**src/rtl/axi_packet_reframer_pkg.sv**
```systemverilog
// Shared constants and FSM state type for the packet reframer.
package axi_packet_reframer_pkg;

  localparam int unsigned SR_SPP_DEFAULT   = 129;
  localparam int unsigned SPP_BITS_DEFAULT = 16;

  typedef enum logic {
    IDLE = 1'b0,
    MID  = 1'b1
  } state_e;

endpackage

```
**src/rtl/axi_reg_stage.sv**
```systemverilog
// Single-entry registered AXI-Stream stage: 1-cycle latency, full throughput, holds under stall.
module axi_reg_stage #(
  parameter int unsigned Width = 33
) (
  input  logic             clk,
  input  logic             reset_n,
  input  logic [Width-1:0] in_data_i,
  input  logic             in_valid_i,
  output logic             in_ready_o,
  output logic [Width-1:0] out_data_o,
  output logic             out_valid_o,
  input  logic             out_ready_i
);

  logic [Width-1:0] data_q, data_d;
  logic             valid_q, valid_d;

  assign in_ready_o  = !valid_q || out_ready_i;
  assign out_data_o  = data_q;
  assign out_valid_o = valid_q;

  always_comb begin
    data_d  = data_q;
    valid_d = valid_q;
    if (in_valid_i && in_ready_o) begin
      data_d  = in_data_i;
      valid_d = 1'b1;
    end else if (out_ready_i) begin
      valid_d = 1'b0;
    end
  end

  always_ff @(posedge clk or negedge reset_n) begin
    if (!reset_n) begin
      data_q  <= '0;
      valid_q <= 1'b0;
    end else begin
      data_q  <= data_d;
      valid_q <= valid_d;
    end
  end

endmodule

```
**src/rtl/axi_packet_reframer.sv**
```systemverilog
// Re-frames a sample stream into packets of SPP beats (SPP=0: pass-through).
// Optional completed-packet counter enabled by AXI_PACKET_REFRAMER_PKT_CNT_EN.
module axi_packet_reframer
  import axi_packet_reframer_pkg::*;
#(
  parameter int unsigned SR_SPP      = SR_SPP_DEFAULT,
  parameter int unsigned WIDTH       = 32,
  parameter int unsigned SPP_BITS    = SPP_BITS_DEFAULT,
  parameter bit          HONOR_ILAST = 1'b1
) (
  input  logic             clk,
  input  logic             reset_n,
  input  logic             set_stb,
  input  logic [7:0]       set_addr,
  input  logic [31:0]      set_data,
  input  logic [WIDTH-1:0] i_tdata,
  input  logic             i_tlast,
  input  logic             i_tvalid,
  output logic             i_tready,
  output logic [WIDTH-1:0] o_tdata,
  output logic             o_tlast,
  output logic             o_tvalid,
  input  logic             o_tready
`ifdef AXI_PACKET_REFRAMER_PKT_CNT_EN
  ,
  output logic [31:0]      pkt_count
`endif
);

  localparam logic [7:0]          SppAddr = 8'(SR_SPP);
  localparam logic [SPP_BITS-1:0] SppOne  = SPP_BITS'(1);

  state_e              state_q, state_d;
  logic [SPP_BITS-1:0] spp_q, spp_d;
  logic [SPP_BITS-1:0] spp_active_q, spp_active_d;
  logic [SPP_BITS-1:0] beat_cnt_q, beat_cnt_d;
  logic [SPP_BITS-1:0] cur_spp, cur_cnt;
  logic                accept, out_last;

  assign accept = i_tvalid && i_tready;

  always_comb begin
    spp_d        = spp_q;
    state_d      = state_q;
    spp_active_d = spp_active_q;
    beat_cnt_d   = beat_cnt_q;

    if (set_stb && set_addr == SppAddr) begin
      spp_d = set_data[SPP_BITS-1:0];
    end

    // A beat accepted in IDLE opens a packet with the SPP registered before this edge.
    cur_spp = (state_q == IDLE) ? spp_q : spp_active_q;
    cur_cnt = (state_q == IDLE) ? '0 : beat_cnt_q;

    if (cur_spp == '0) begin
      out_last = i_tlast;
    end else begin
      out_last = (cur_cnt == cur_spp - SppOne) || (HONOR_ILAST && i_tlast);
    end

    if (accept) begin
      spp_active_d = cur_spp;
      if (out_last) begin
        state_d    = IDLE;
        beat_cnt_d = '0;
      end else begin
        state_d    = MID;
        beat_cnt_d = (cur_spp == '0) ? '0 : cur_cnt + SppOne;
      end
    end
  end

  always_ff @(posedge clk or negedge reset_n) begin
    if (!reset_n) begin
      state_q      <= IDLE;
      spp_q        <= '0;
      spp_active_q <= '0;
      beat_cnt_q   <= '0;
    end else begin
      state_q      <= state_d;
      spp_q        <= spp_d;
      spp_active_q <= spp_active_d;
      beat_cnt_q   <= beat_cnt_d;
    end
  end

  axi_reg_stage #(
    .Width(WIDTH + 1)
  ) u_out_stage (
    .clk        (clk),
    .reset_n    (reset_n),
    .in_data_i  ({i_tdata, out_last}),
    .in_valid_i (i_tvalid),
    .in_ready_o (i_tready),
    .out_data_o ({o_tdata, o_tlast}),
    .out_valid_o(o_tvalid),
    .out_ready_i(o_tready)
  );

`ifdef AXI_PACKET_REFRAMER_PKT_CNT_EN
  logic [31:0] pkt_cnt_q, pkt_cnt_d;

  always_comb begin
    pkt_cnt_d = pkt_cnt_q;
    if (o_tvalid && o_tready && o_tlast) begin
      pkt_cnt_d = pkt_cnt_q + 32'd1;
    end
  end

  always_ff @(posedge clk or negedge reset_n) begin
    if (!reset_n) begin
      pkt_cnt_q <= '0;
    end else begin
      pkt_cnt_q <= pkt_cnt_d;
    end
  end

  assign pkt_count = pkt_cnt_q;
`endif

endmodule

```
**config.mk**
```make
export PLATFORM = sky130hd
export DESIGN_NAME = axi_packet_reframer
export DESIGN_NICKNAME = d
export VERILOG_FILES = /design/src/rtl/axi_packet_reframer_pkg.sv /design/src/rtl/axi_reg_stage.sv /design/src/rtl/axi_packet_reframer.sv
export SDC_FILE = /design/constraint.sdc
export NUM_CORES = 1
export LEC_CHECK = 0
export ABC_AREA = 1
export BUFFER_PORTS_ARGS = -buffer_cell sky130_fd_sc_hd__buf_4
export CELL_PAD_IN_SITES_DETAIL_PLACEMENT = 1
export CELL_PAD_IN_SITES_GLOBAL_PLACEMENT = 1
export CORE_AREA = 2 2 110 112
export DETAILED_ROUTE_END_ITERATION = 6
export DIE_AREA = 0 0 112 114
export PLACE_DENSITY_LB_ADDON = 0.05
export SLEW_MARGIN = 20
export SYNTH_ARGS = -nofsm -noshare
export SYNTH_HDL_FRONTEND = slang
export SYNTH_SLANG_ARGS = --single-unit
```
**constraint.sdc**
```tcl
create_clock -name clk -period 6.15 [get_ports clk]
set_input_delay 0.3075 -clock clk [delete_from_list [all_inputs] [get_ports clk]]
set_output_delay 0.3075 -clock clk [all_outputs]
set_load 0.02 [all_outputs]
```
==> tab_implementation.tex <==
\begin{tabular}{lr}
\hline
Metric & Value \\
\hline
\multicolumn{2}{l}{\textbf{STA}} \\
\quad Post-layout min period & 3.31 ns \\
\quad Highest clock frequency the design can meet & 0.302 GHz \\
\quad Final-layout setup total negative slack & 0 ns \\
\quad Final Hold Viols & 0 \\
\quad Final number of max-transition violations & 0 \\
\quad Post-route fraction of the period consumed by the critical path & 0.539 \\
\quad Worst slew slack as a fraction of its limit & 0.341 \\
\quad Final setup violation count & 0 \\
\quad Worst-case clock skew & 0.00347 ns \\
\quad RSZ-0062 raised after global routing & false \\
\quad Setup ws final & 2.84 ns \\
\quad Worst slew pin tran & 0.983 ns \\
\multicolumn{2}{l}{\textbf{Place}} \\
\quad Last weighted congestion value of the routability-driven placer & 0.842 \\
\quad Port bufs & 96 \\
\quad Setup Slack @ Placement & 2.86 ns \\
\quad Sum of net half-perimeters after detailed placement & 9.48 mm \\
\quad Placed cell count & 871 \\
\multicolumn{2}{l}{\textbf{CTS}} \\
\quad Reg clk slew, reported paths & 0.06 ns \\
\quad Clk\_lat worst skew & 0.34 ns \\
\quad Number of buffers inserted to repair setup after CTS & 0 \\
\quad Number of buffers between clock root and the deepest sink & 2 \\
\quad Number of CTS-inserted buffers & 9 \\
\quad Clock tree from TritonCTS & built \\
\quad PostCTS Resize Cnt & 0 \\
\quad Sink Count & 83 \\
\quad Root Buffer Master & sky130\_fd\_sc\_hd\_\_clkbuf\_16 \\
\quad Htree depth & 3 \\
\multicolumn{2}{l}{\textbf{Worst setup path}} \\
\quad Cell with the largest stage delay on the worst path & sky130\_fd\_sc\_hd\_\_dfrtp\_1 \\
\quad Element type at the critical path end & register \\
\quad Required time at the worst-slack endpoint & 6.43 ns \\
\quad Crit path kind & register to register \\
\quad Arrival time at the worst endpoint & 3.59 ns \\
\quad Buffers plus inverters on the worst setup path & 4 \\
\quad Family of cells with the greatest summed delay on the critical path & simple AND/OR/NAND/NOR gates \\
\quad Crit path max fanout & 24 \\
\quad Most used cell along the critical path & sky130\_fd\_sc\_hd\_\_nand2\_1 \\
\quad Kind of launch point of the worst setup path & register \\
\quad Delay of the slowest cell on the worst path & 0.89 ns \\
\quad Worst-path cell chain & buf\_4, nand2\_1, inv\_1, ha\_1, inv\_1, nor2\_1, nand2\_1, inv\_1, nand2\_1, nor2\_1, nand3b\_1, o21ai\_0, o21ai\_0, nor2\_1, nand3\_1, nand2\_1 \\
\multicolumn{2}{l}{\textbf{Global route}} \\
\quad Global-route wire length before repair & 22.6 mm \\
\quad Number of antenna violations at the first check in global routing & 0 \\
\quad Maximum number of pins on one net before global-route repair & 78 \\
\quad Vias in the first global route & 4749 \\
\quad Congestion Overflow GR & 0 \\
\quad GRT Resource Usage Total & 0.219 \\
\multicolumn{2}{l}{\textbf{Die}} \\
\quad Starting density of the core & 0.398 \\
\quad Die height & 114 um \\
\quad Core footprint & 11700 um2 \\
\quad Row cnt & 40 \\
\quad Width of the die & 112 um \\
\quad Full die area & 12800 um2 \\
\quad Number of top-level pins & 113 \\
\multicolumn{2}{l}{\textbf{Pwr}} \\
\quad Leakage power & 0.00308 uW \\
\quad Power per Cell Area & 259 nW/um2 \\
\quad Worst IR Drop VDD & 0.000162 V \\
\multicolumn{2}{l}{\textbf{Synthesis}} \\
\quad Share of synthesized registers carrying an async set or reset & 1.00 \\
\quad Number of nets produced by synthesis & 727 \\
\quad Share of the synthesized area in the top cell type & 0.446 \\
\quad Cell count after synthesis & 647 \\
\quad Cell accounting for the most synthesized area & sky130\_fd\_sc\_hd\_\_dfrtp\_1 \\
\quad EDFF count, synth & 0 \\
\quad Most used flip-flop cell after synthesis & sky130\_fd\_sc\_hd\_\_dfrtp\_1 \\
\quad Flops \& latches, synth & 83 \\
\quad Top cells by area, synth & sky130\_fd\_sc\_hd\_\_dfrtp\_1, sky130\_fd\_sc\_hd\_\_nand2\_1, sky130\_fd\_sc\_hd\_\_nand3\_1, sky130\_fd\_sc\_hd\_\_nor2\_1, sky130\_fd\_sc\_hd\_\_inv\_1 \\
\quad Sequential area share after synthesis & 0.446 \\
\quad Number of distinct library cells after synthesis & 36 \\
\quad Top post-synthesis cells by count & sky130\_fd\_sc\_hd\_\_nand2\_1, sky130\_fd\_sc\_hd\_\_dfrtp\_1, sky130\_fd\_sc\_hd\_\_nor2\_1 \\
\quad Area of the mapped netlist & 4660 um2 \\
\quad Syn avg cell area & 7.20 um2 \\
\quad Leading cell type by number of instances after synthesis & sky130\_fd\_sc\_hd\_\_nand2\_1 \\
\quad Count of warnings emitted by yosys & 0 \\
\multicolumn{2}{l}{\textbf{Cells and area}} \\
\quad Inserted Diodes & 0 \\
\quad Layout Area Growth over Synthesis & 23.8\% \\
\quad Util after Layout & 0.493 \\
\quad Fraction of layout instances using a drive strength above 1 & 0.202 \\
\quad Final-stage net count & 817 \\
\quad Final Instance Count excl. Fillers & 889 \\
\multicolumn{2}{l}{\textbf{Route}} \\
\quad M1 WL & 5.67 mm \\
\quad Highest metal used & met4 \\
\quad Wire length on met2 & 6.64 mm \\
\quad Met3 layer wire length in the routed design & 578 um \\
\quad Wire length after detailed routing & 13.1 mm \\
\quad Routed wirelength normalized by instance count & 14.7 um \\
\quad Number of optimization iterations in the first detailed-route pass & 4 \\
\quad Number of vias per cell & 5.01 \\
\quad DR vias & 4451 \\
\quad DRC marker count from the first detailed-route iteration & 161 \\
\quad Remaining number of nets flagged by the antenna check after routing & 0 \\
\quad Number of DRC violations after detailed routing & 0 \\
\multicolumn{2}{l}{\textbf{Run}} \\
\quad Total of max-cap violations & 0 \\
\multicolumn{2}{l}{\textbf{Hold path}} \\
\quad Type of the most critical hold path & primary input to register \\
\multicolumn{2}{l}{\textbf{Run status}} \\
\quad Status & finished clean \\
\hline
\end{tabular}
## placed cells by master, fill, tap and decap left out, drive strengths merged
cell	n
nand2	292
buf	102
dfrtp	83
nor2	62
inv	47
nand3	46
o21ai	28
a21oi	13
clkbuf	12
nor4	8
mux2	8
xor2	6
nor3	6
nand3b	5
xnor2	5
nand4	3
a211oi	2
a31oi	2
ha	2
clkinv	2
clkinvlp	2
o21bai	1
o22ai	1
or2	1
and3	1
nor3b	1
dlygate4sd3	1
## power by group
group | total (uW) | switching [uW] | internal [uW]
registers | 640 | 40.0 | 600
logic | 338 | 209 | 129
clock network | 514 | 220 | 294
total | 1490 | 469 | 1020
## worst register-to-register path: stages, from the launching register on
cell	delay (ns)
sky130_fd_sc_hd__dfrtp_1	0.89
sky130_fd_sc_hd__buf_4	0.40
sky130_fd_sc_hd__nand2_1	0.19
sky130_fd_sc_hd__inv_1	0.19
sky130_fd_sc_hd__ha_1	0.20
sky130_fd_sc_hd__inv_1	0.06
sky130_fd_sc_hd__nor2_1	0.14
sky130_fd_sc_hd__nand2_1	0.07
sky130_fd_sc_hd__inv_1	0.10
sky130_fd_sc_hd__nand2_1	0.08
sky130_fd_sc_hd__nor2_1	0.24
sky130_fd_sc_hd__nand3b_1	0.17
sky130_fd_sc_hd__o21ai_0	0.16
sky130_fd_sc_hd__o21ai_0	0.11
sky130_fd_sc_hd__nor2_1	0.10
sky130_fd_sc_hd__nand3_1	0.09
sky130_fd_sc_hd__nand2_1	0.08
## final timing paths
check / start / to / slack [ns] / depth (start not counted)
max in group asynchronous: reset_n / beat_cnt_q[0] / 4.66 / 3
min: i_tdata[16] / u_out_stage.out_data_o[17] / 0.16 / 3
min in group asynchronous: reset_n / spp_active_q[10] / 0.43 / 2
max: state_q / beat_cnt_q[12] / 2.84 / 16
min reg2reg: u_out_stage.out_data_o[1] / u_out_stage.out_data_o[1] / 0.48 / 2
max reg2reg: state_q / beat_cnt_q[12] / 2.84 / 16
## stage by stage
stage                     area [um2]  hold slack [ns]  power, uW
after floorplan                 4660           0.0119        853
after global placement          5460            0.251        979
after CTS                       5760            0.144       1520
after global routing            5770            0.155       1580
final                           5770            0.157       1490
after detailed placement        5460            0.258        994
## logic make-up (layout without fill, tap and decap cells)
group                      count (synthesis)  after routing  share of synthesized area
and+or+nand+nor                          425            425                      0.386
DFF                                       83             83                      0.446
buffers and inverters                     71            166                     0.0685
adders and majority gates                  2              2                    0.00537
muxes                                      8              8                     0.0193
AOI/OAI and AO/OA                         47             47                     0.0545
xor gates and xnor gates                  11             11                     0.0207
## repair_timing
action                     in CTS  in global routing
setup endpoints to repair       0                  0
hold buffers                    1                  0
hold endpoints to repair       27                  0
## layer usage
layer / vias up / GRT usage
li1: 2208 / -
met1: 2152 / 0.262
met2: 77 / 0.394
met3: 14 / 0.0478
met4: 0 / 0.0748
met5: - / 0
## area by class of cell
| class | instances | area (um2) |
|---|---|---|
| Clock buffer | 12 | 256 |
| Clock inverter | 4 | 25.0 |
| Fill cell | 1505 | 5940 |
| Inverter | 47 | 179 |
| Multi-Input combinational cell | 493 | 2270 |
| Sequential cell | 83 | 2080 |
| Tap cell | 147 | 184 |
| Timing Repair Buffer | 103 | 783 |
## sequential cells by signal (all words and copies together) (netlist names)
name and count:
spp_q 16, state_q 1, beat_cnt_q 16, u_out_stage.out_data_o 33, spp_active_q 16, u_out_stage.out_valid_o 1
Note: power is estimated with default switching activity, not from simulation.
